**config.mk**
```make
export PLATFORM = sky130hd
export DESIGN_NAME = afe_ro_sram_ctrl_flat
export DESIGN_NICKNAME = d
export VERILOG_FILES = /design/src/rtl/afe_ro_sram_ctrl_pkg.sv /design/src/rtl/afe_ro_sram_ctrl_if.sv /design/src/rtl/afe_ro_sram_ctrl_arb.sv /design/src/rtl/afe_ro_sram_ctrl.sv /design/src/flat_wrapper.sv
export SDC_FILE = /design/constraint.sdc
export NUM_CORES = 1
export LEC_CHECK = 0
export CAP_MARGIN = 20
export CORE_MARGIN = 1
export CORE_UTILIZATION = 25
export CTS_CLUSTER_DIAMETER = 120
export DETAILED_ROUTE_END_ITERATION = 6
export MAX_ROUTING_LAYER = met4
export PLACE_DENSITY = 0.55
export SKIP_LAST_GASP = 1
export SYNTH_ARGS = -nofsm -noshare
export SYNTH_HDL_FRONTEND = slang
export SYNTH_SLANG_ARGS = --single-unit
```
**constraint.sdc**
```tcl
create_clock -name clk_i -period 5.13 [get_ports clk_i]
set_clock_uncertainty 0.2 [all_clocks]
set_input_delay 1.539 -clock clk_i [delete_from_list [all_inputs] [get_ports clk_i]]
set_output_delay 1.539 -clock clk_i [all_outputs]
set_load 0.05 [all_outputs]
```
**src/rtl/afe_ro_sram_ctrl_pkg.sv**
```systemverilog
// afe_ro_pkg: shared types and default sizes for the AFE readout SRAM
// buffer controller.
//   arb_win_e          : which side owns the single SRAM port this cycle
//   AFE_DATA_WIDTH_DEF : default sample width
//   ADDR_WIDTH_DEF     : default SRAM address width (depth = 2**ADDR_WIDTH)
package afe_ro_pkg;

    typedef enum logic [1:0] {
        WIN_NONE = 2'd0,
        WIN_WR   = 2'd1,
        WIN_RD   = 2'd2
    } arb_win_e;

    localparam int AFE_DATA_WIDTH_DEF = 32;
    localparam int ADDR_WIDTH_DEF     = 10;

endpackage

```
**src/rtl/afe_ro_sram_ctrl_if.sv**
```systemverilog
// afe_ro_sram_ctrl_if: bus bundle of the AFE readout buffer controller.
//   AFE side   : wr_valid_i / wr_ready_o / wr_data_i   (valid/ready)
//   Readout    : rd_req_i / rd_gnt_o / rd_valid_o / rd_data_o
//   SRAM port  : sram_cen_o / sram_wen_o (active low), sram_addr_o,
//                sram_wdata_o, sram_rdata_i (1-cycle read latency)
// Signal suffixes are from the controller's point of view.
//   slave  : used by the controller
//   master : used by the environment (AFE, readout requester, SRAM)
interface afe_ro_sram_ctrl_if #(
    parameter int AFE_DATA_WIDTH = 32,
    parameter int ADDR_WIDTH     = 10
);
    logic                      wr_valid_i;
    logic                      wr_ready_o;
    logic [AFE_DATA_WIDTH-1:0] wr_data_i;
    logic                      rd_req_i;
    logic                      rd_gnt_o;
    logic                      rd_valid_o;
    logic [AFE_DATA_WIDTH-1:0] rd_data_o;
    logic                      sram_cen_o;
    logic                      sram_wen_o;
    logic [ADDR_WIDTH-1:0]     sram_addr_o;
    logic [AFE_DATA_WIDTH-1:0] sram_wdata_o;
    logic [AFE_DATA_WIDTH-1:0] sram_rdata_i;

    modport slave (
        input  wr_valid_i, wr_data_i, rd_req_i, sram_rdata_i,
        output wr_ready_o, rd_gnt_o, rd_valid_o, rd_data_o,
               sram_cen_o, sram_wen_o, sram_addr_o, sram_wdata_o
    );

    modport master (
        output wr_valid_i, wr_data_i, rd_req_i, sram_rdata_i,
        input  wr_ready_o, rd_gnt_o, rd_valid_o, rd_data_o,
               sram_cen_o, sram_wen_o, sram_addr_o, sram_wdata_o
    );
endinterface

```
**src/rtl/afe_ro_sram_ctrl_arb.sv**
```systemverilog
// afe_ro_rr_arb2: two-requester round-robin arbiter (write side vs read
// side) with a last-winner register.
//   clk_i, rst_ni : clock, synchronous active-low reset (last winner -> RD)
//   req_wr_i      : write side eligible
//   req_rd_i      : read side eligible
//   gnt_o         : one-hot grant, [0] = write, [1] = read
module afe_ro_rr_arb2
    import afe_ro_pkg::*;
(
    input  logic       clk_i,
    input  logic       rst_ni,
    input  logic       req_wr_i,
    input  logic       req_rd_i,
    output logic [1:0] gnt_o
);

    arb_win_e last_win_q, last_win_d;
    arb_win_e win;

    // state register
    always_ff @(posedge clk_i) begin
        if (!rst_ni) last_win_q <= WIN_RD;
        else         last_win_q <= last_win_d;
    end

    // next state: remember whoever was granted
    always_comb begin
        last_win_d = last_win_q;
        if (win != WIN_NONE) last_win_d = win;
    end

    // output: on contention the side that did not win last time gets it
    always_comb begin
        win = WIN_NONE;
        if (req_wr_i && req_rd_i) win = (last_win_q == WIN_WR) ? WIN_RD : WIN_WR;
        else if (req_wr_i)        win = WIN_WR;
        else if (req_rd_i)        win = WIN_RD;
        gnt_o = {win == WIN_RD, win == WIN_WR};
    end

endmodule

```
**src/rtl/afe_ro_sram_ctrl.sv**
```systemverilog
// afe_ro_sram_ctrl: circular-buffer controller in front of a single-port
// AFE readout SRAM. AFE samples land in a 1-entry holding register and are
// written to the SRAM when the write side wins the port; readout pops are
// served by issuing SRAM reads, data comes back one cycle after rd_gnt_o.
//   clk_i, rst_ni : clock, synchronous active-low reset
//   clr_i         : synchronous buffer clear
//   bus           : AFE / readout / SRAM signals (afe_ro_sram_ctrl_if.slave)
//   fill_o        : number of stored entries (0..depth)
//   overflow_o    : sticky overflow flag
// Build option: define AFE_RO_OVERWRITE_EN to overwrite the oldest entry
// when full instead of stalling the AFE.
module afe_ro_sram_ctrl
    import afe_ro_pkg::*;
#(
    parameter int AFE_DATA_WIDTH = AFE_DATA_WIDTH_DEF,
    parameter int ADDR_WIDTH     = ADDR_WIDTH_DEF
) (
    input  logic                clk_i,
    input  logic                rst_ni,
    input  logic                clr_i,
    afe_ro_sram_ctrl_if.slave   bus,
    output logic [ADDR_WIDTH:0] fill_o,
    output logic                overflow_o
);

`ifdef AFE_RO_OVERWRITE_EN
    localparam bit OVW = 1'b1;
`else
    localparam bit OVW = 1'b0;
`endif

    localparam logic [ADDR_WIDTH:0] FULL_CNT = {1'b1, {ADDR_WIDTH{1'b0}}};

    logic [ADDR_WIDTH-1:0]     wr_ptr_q, wr_ptr_d, rd_ptr_q, rd_ptr_d;
    logic [ADDR_WIDTH:0]       fill_q, fill_d;
    logic                      hold_valid_q, hold_valid_d;
    logic [AFE_DATA_WIDTH-1:0] hold_data_q, hold_data_d;
    logic                      ovf_q, ovf_d;
    logic                      rd_valid_q;

    logic       full, wr_elig, rd_elig, wr_win, rd_win, wr_hs;
    logic [1:0] gnt;

    assign full    = (fill_q == FULL_CNT);
    assign wr_elig = hold_valid_q && (OVW || !full);
    assign rd_elig = bus.rd_req_i && (fill_q != '0);

    afe_ro_rr_arb2 u_arb (
        .clk_i    (clk_i),
        .rst_ni   (rst_ni),
        .req_wr_i (wr_elig),
        .req_rd_i (rd_elig),
        .gnt_o    (gnt)
    );

    assign wr_win = gnt[0];
    assign rd_win = gnt[1];

    // The holding register frees up in the same cycle its content is written.
    assign bus.wr_ready_o = !hold_valid_q || wr_win;
    assign wr_hs          = bus.wr_valid_i && bus.wr_ready_o;

    // SRAM port is driven straight from the arbitration result.
    always_comb begin
        bus.sram_cen_o   = 1'b1;
        bus.sram_wen_o   = 1'b1;
        bus.sram_addr_o  = '0;
        bus.sram_wdata_o = '0;
        if (wr_win) begin
            bus.sram_cen_o   = 1'b0;
            bus.sram_wen_o   = 1'b0;
            bus.sram_addr_o  = wr_ptr_q;
            bus.sram_wdata_o = hold_data_q;
        end else if (rd_win) begin
            bus.sram_cen_o  = 1'b0;
            bus.sram_addr_o = rd_ptr_q;
        end
    end

    assign bus.rd_gnt_o   = rd_win;
    assign bus.rd_valid_o = rd_valid_q;
    assign bus.rd_data_o  = bus.sram_rdata_i;
    assign fill_o         = fill_q;
    assign overflow_o     = ovf_q;

    always_comb begin
        wr_ptr_d     = wr_ptr_q;
        rd_ptr_d     = rd_ptr_q;
        fill_d       = fill_q;
        hold_valid_d = hold_valid_q;
        hold_data_d  = hold_data_q;
        ovf_d        = ovf_q;

        if (wr_win) wr_ptr_d = wr_ptr_q + 1'b1;
        // a write into a full buffer (overwrite build) drops the oldest entry
        if (rd_win || (OVW && wr_win && full)) rd_ptr_d = rd_ptr_q + 1'b1;

        if (wr_win && !full)  fill_d = fill_q + 1'b1;
        else if (rd_win)      fill_d = fill_q - 1'b1;

        if (wr_hs) begin
            hold_valid_d = 1'b1;
            hold_data_d  = bus.wr_data_i;
        end else if (wr_win) begin
            hold_valid_d = 1'b0;
        end

        // stall build: the AFE pushing against a full buffer is the overflow
        if (OVW) begin
            if (wr_win && full) ovf_d = 1'b1;
        end else begin
            if (bus.wr_valid_i && full && hold_valid_q) ovf_d = 1'b1;
        end

        if (clr_i) begin
            wr_ptr_d     = '0;
            rd_ptr_d     = '0;
            fill_d       = '0;
            hold_valid_d = 1'b0;
            ovf_d        = 1'b0;
        end
    end

    always_ff @(posedge clk_i) begin
        if (!rst_ni) begin
            wr_ptr_q     <= '0;
            rd_ptr_q     <= '0;
            fill_q       <= '0;
            hold_valid_q <= 1'b0;
            hold_data_q  <= '0;
            ovf_q        <= 1'b0;
            rd_valid_q   <= 1'b0;
        end else begin
            wr_ptr_q     <= wr_ptr_d;
            rd_ptr_q     <= rd_ptr_d;
            fill_q       <= fill_d;
            hold_valid_q <= hold_valid_d;
            hold_data_q  <= hold_data_d;
            ovf_q        <= ovf_d;
            // a clear drops the read issued alongside it
            rd_valid_q   <= rd_win && !clr_i;
        end
    end

endmodule

```
**src/flat_wrapper.sv**
```systemverilog
// flat-port wrapper written by rule: the top's interface ports become plain ports
module afe_ro_sram_ctrl_flat import afe_ro_pkg::*;
#(
    parameter int AFE_DATA_WIDTH = AFE_DATA_WIDTH_DEF,
    parameter int ADDR_WIDTH     = ADDR_WIDTH_DEF
)
  (clk_i, rst_ni, clr_i, fill_o, overflow_o, bus_wr_valid_i, bus_wr_data_i, bus_rd_req_i, bus_sram_rdata_i, bus_wr_ready_o, bus_rd_gnt_o, bus_rd_valid_o, bus_rd_data_o, bus_sram_cen_o, bus_sram_wen_o, bus_sram_addr_o, bus_sram_wdata_o);
  afe_ro_sram_ctrl_if #(.AFE_DATA_WIDTH(AFE_DATA_WIDTH), .ADDR_WIDTH(ADDR_WIDTH)) bus_i ();
  input  logic clk_i;
  input  logic rst_ni;
  input  logic clr_i;
  output logic [ADDR_WIDTH:0] fill_o;
  output logic overflow_o;
  input wire logic [$bits(bus_i.wr_valid_i)-1:0] bus_wr_valid_i;
  input wire logic [$bits(bus_i.wr_data_i)-1:0] bus_wr_data_i;
  input wire logic [$bits(bus_i.rd_req_i)-1:0] bus_rd_req_i;
  input wire logic [$bits(bus_i.sram_rdata_i)-1:0] bus_sram_rdata_i;
  output wire logic [$bits(bus_i.wr_ready_o)-1:0] bus_wr_ready_o;
  output wire logic [$bits(bus_i.rd_gnt_o)-1:0] bus_rd_gnt_o;
  output wire logic [$bits(bus_i.rd_valid_o)-1:0] bus_rd_valid_o;
  output wire logic [$bits(bus_i.rd_data_o)-1:0] bus_rd_data_o;
  output wire logic [$bits(bus_i.sram_cen_o)-1:0] bus_sram_cen_o;
  output wire logic [$bits(bus_i.sram_wen_o)-1:0] bus_sram_wen_o;
  output wire logic [$bits(bus_i.sram_addr_o)-1:0] bus_sram_addr_o;
  output wire logic [$bits(bus_i.sram_wdata_o)-1:0] bus_sram_wdata_o;
  assign bus_i.wr_valid_i = bus_wr_valid_i;
  assign bus_i.wr_data_i = bus_wr_data_i;
  assign bus_i.rd_req_i = bus_rd_req_i;
  assign bus_i.sram_rdata_i = bus_sram_rdata_i;
  assign bus_wr_ready_o = bus_i.wr_ready_o;
  assign bus_rd_gnt_o = bus_i.rd_gnt_o;
  assign bus_rd_valid_o = bus_i.rd_valid_o;
  assign bus_rd_data_o = bus_i.rd_data_o;
  assign bus_sram_cen_o = bus_i.sram_cen_o;
  assign bus_sram_wen_o = bus_i.sram_wen_o;
  assign bus_sram_addr_o = bus_i.sram_addr_o;
  assign bus_sram_wdata_o = bus_i.sram_wdata_o;
  afe_ro_sram_ctrl #(.AFE_DATA_WIDTH(AFE_DATA_WIDTH), .ADDR_WIDTH(ADDR_WIDTH)) u_core (.clk_i(clk_i), .rst_ni(rst_ni), .clr_i(clr_i), .bus(bus_i), .fill_o(fill_o), .overflow_o(overflow_o));
endmodule
```
==> reports/summary.txt, run 1 <==
drt first-iter violations: 105
row count: 43
Final Instance Area: 5230 um^2
Final Wtd Congestion: 0.888
GR Util met1: 16.6%
WL final: 9140 um
RSZ-0062 raised after global routing: no
met2 GRT Util: 18.4%
period utilization: 97.1%
Syn Std Cell Area: 3650 um^2
DRT Pass-1 Iters: 4
Worst VDD drop: 136 uV
critical path startpoint category: input port
final max-slew violation count: 0
Starting Density: 26.0%
Hold/Removal Path Class: reg -> reg
Pleak: 1.99 nW
Post-DRT Antenna Nets: 0
footprint of the multi-input gates: 1880 um^2
Worst Tran Pin Value: 0.624 ns
Crit-path slowest cell: clkdlybuf4s50_1
P per Cell Area: 353 nW/um^2
outcome: completed
non-filler cells, final: 681
n_diodes: 0
die width: 123 um
die area: 15,100 um^2
synthesis-to-layout area growth: 43.1%
DRC viols: 0
Top FF cell, synth: dfxtp_1
Vias: 3,114
cts hold-fix bufs: 0
core area: 14,000 um^2
CP dominant cell by count: buf_12
post-synth top area share: 37.3%
placed cell area: 4950 um^2
Mapped Cells: 441
vias per cell: 4.57
Ports: 160
CTS Buffer Depth: 2
clk_lat worst skew: 0.34 ns
Root Buffer: clkbuf_16
crit-path max FO: 29
clock transition at the registers of the reported paths: 0.06 ns
Slew HR: 58.4%
Final nets: 578
ys async rst share: 0%
yosys warns: 0
Critical Path AT: 3.24 ns
final setup fails: 0
wire per inst: 13.4 um
endpoint class of the critical path: primary output
Global Route Usage Sum: 13.3%
initial antenna violation count: 0
hpwl dp: 6600 um
CTS tree: yes
Max H-tree Level: 3
critical path class: in -> out
largest cells by area after synthesis: dfxtp_1, buf_4, and2_1
total of max-cap violations: 0
critical-path cell list: clkdlybuf4s50_1, nand3b_1, a31o_1, and3_2, buf_12, a22o_1, buf_12
crit-path max cell delay: 0.54 ns
GRT overflow: 0
vias in the first global route: 3,007
Power Total: 1.84 mW
Synthesized Nets: 522
first-pass GRT wire length: 14,800 um
port bufs: 95
cell taking the most area after synthesis: dfxtp_1
largest net degree at the start of global routing: 68
Die Ht: 123 um
busiest layer in global routing: met2
CTS sink count: 68
WP data required: 3.39 ns
Reg area: 1360 um^2
Post-CTS Setup Repair Bufs: 0
Avg Inst Size Synth: 8.28 um^2
Post-synth EDFFs: 0
Period minus WS final: 4.98 ns
DP Cell Count: 665
Fill cells: 1,433
Seq/Total Area, Yosys: 37.3%
setup TNS: 0 ns
critical path's top delay family: buffers and inverters
achievable frequency: 0.201 GHz
clock buffer count from CTS: 9
CTS resizes: 0
synth unique cells: 49
Hold Vio Cnt, Final: 0
Bufs and invs on worst path: 3
layout cells sized above 1: 15.8%
met3 Use GR: 4.83%
Yosys reg bits: 68
-- cell families (layout without fill, tap and decap cells) --
kind of cell	count (synthesis)	after routing	share of synthesized area, %
compound gates	83	83	14.3
xor+xnor	25	25	6.00
fa+ha+maj	12	12	4.32
buf+inv	65	125	11.2
flops	68	68	37.3
mux	3	3	1.16
simple gates	185	185	25.7
-- per-stage QoR --
stage	hold slack (ns)	worst slack [ns]	utilization, %
global placement	0.244	0.188	35.1
floorplan	0.235	0.608	-
detailed placement	0.254	0.118	35.2
finish	0.260	0.147	37.2
global route	0.293	0.0900	37.2
CTS	0.266	0.138	37.1
-- worst reg2reg max path: stages (launching register included) --
cell and delay [ns]:
dfxtp_1 0.34, nor4_2 0.46, a31o_1 0.23, and3_2 0.23, buf_4 0.28, inv_1 0.24
ha_1 0.44, nand2_1 0.10, nor3b_1 0.26, o2111ai_1 0.14, a21oi_1 0.28, mux2i_4 0.27
mux2i_1 0.18
-- state kept, by name, indices dropped and copies added (netlist names) --
| signal | count |
|---|---|
| u_core.bus.rd_valid_o | 1 |
| u_core.hold_data_q | 32 |
| u_core.hold_valid_q | 1 |
| u_core.fill_o | 11 |
| u_core.overflow_o | 1 |
| u_core.u_arb.last_win_q | 2 |
| u_core.rd_ptr_q | 10 |
| u_core.wr_ptr_q | 10 |
-- report_power, final --
group | switching, mW | leakage, nW | internal, mW
sequential | 0.0415 | 0.556 | 0.571
clock | 0.231 | 0.124 | 0.321
combinational | 0.393 | 1.31 | 0.287
total | 0.665 | 1.99 | 1.18
-- area by class of cell --
class,count,area share [%]
Clock buffer,10,4.38
Clock inverter,5,0.574
Inverter,7,0.503
Multi-Input combinational cell,308,36.0
Sequential cell,68,26.0
Tap cell,180,4.31
Timing Repair Buffer,103,28.2
-- worst paths after layout --
kind / from / end / slack [ns] / depth (start not counted)
worst max register to register: u_core.fill_o[6] / u_core.fill_o[10] / 1.39 / 12
worst min register to register: u_core.hold_data_q[13] / u_core.hold_data_q[13] / 0.26 / 2
worst max-delay path: bus_rd_req_i / bus_sram_addr_o[2] / 0.15 / 7
worst min-delay path: u_core.hold_data_q[13] / u_core.hold_data_q[13] / 0.26 / 2
-- per-layer routing --
| metal | vias up | routed length [um] |
|---|---|---|
| met1 | 1405 | 4270 |
| met3 | 22 | 758 |
| met5 | - | 0 |
| li1 | 1593 | - |
| met4 | 0 | 238 |
| met2 | 94 | 3870 |
-- placed cells by master (no fill, tap or decap), types with 3 or more instances in the layout --
| cell type | Yosys | layout |
|---|---|---|
| buf_12 | 1 | 46 |
| dfxtp_1 | 68 | 68 |
| inv_1 | 5 | 5 |
| a211oi_1 | 4 | 4 |
| nand4_1 | 10 | 10 |
| buf_4 | 36 | 7 |
| clkinv_2 | 0 | 3 |
| and3_1 | 6 | 5 |
| o21ai_0 | 41 | 41 |
| clkdlybuf4s50_1 | 0 | 48 |
| nand3_1 | 37 | 37 |
| clkbuf_16 | 0 | 9 |
| a21oi_1 | 13 | 13 |
| a22o_1 | 10 | 10 |
| nand2_1 | 53 | 53 |
| ha_1 | 11 | 11 |
| and2_1 | 33 | 33 |
| nor2_1 | 31 | 31 |
| xnor2_1 | 8 | 8 |
| xor2_1 | 17 | 17 |
-- Yosys cell counts (2+ instances only) --
cell type / n
and2_1: 33
clkbuf_1: 14
clkbuf_2: 3
and3_1: 6
nor2_1: 31
nand3_1: 37
nand3b_1: 2
dfxtp_1: 68
a211oi_1: 4
xnor2_1: 8
nor2b_1: 2
ha_1: 11
nand2b_1: 2
buf_2: 3
mux2i_1: 2
a41oi_1: 2
buf_4: 36
nand4_1: 10
a21oi_1: 13
o21bai_1: 2
inv_1: 5
a21o_1: 2
a22o_1: 10
o21ai_0: 41
nand2_1: 53
xor2_1: 17
nor3b_1: 2
Power figures use the tool's default switching activity.
==> run 2: changes to the inputs <==
--- a/config.mk
+++ b/config.mk
@@ -10,6 +10,8 @@
 export CORE_UTILIZATION = 25
 export CTS_CLUSTER_DIAMETER = 120
 export DETAILED_ROUTE_END_ITERATION = 6
+export GPL_ROUTABILITY_DRIVEN = 0
+export HOLD_SLACK_MARGIN = 0.1
 export MAX_ROUTING_LAYER = met4
 export PLACE_DENSITY = 0.55
 export SKIP_LAST_GASP = 1
==> results of run 2 <==
The final DEF is identical to that of run 1; final timing and power are the same.
==> run 3: changes to the inputs <==
--- a/config.mk
+++ b/config.mk
@@ -10,7 +10,6 @@
 export CORE_UTILIZATION = 25
 export CTS_CLUSTER_DIAMETER = 120
 export DETAILED_ROUTE_END_ITERATION = 6
-export GPL_ROUTABILITY_DRIVEN = 0
 export HOLD_SLACK_MARGIN = 0.1
 export MAX_ROUTING_LAYER = met4
 export PLACE_DENSITY = 0.55
==> results of run 3 <==
The final DEF is identical to that of run 1; final timing and power are the same.
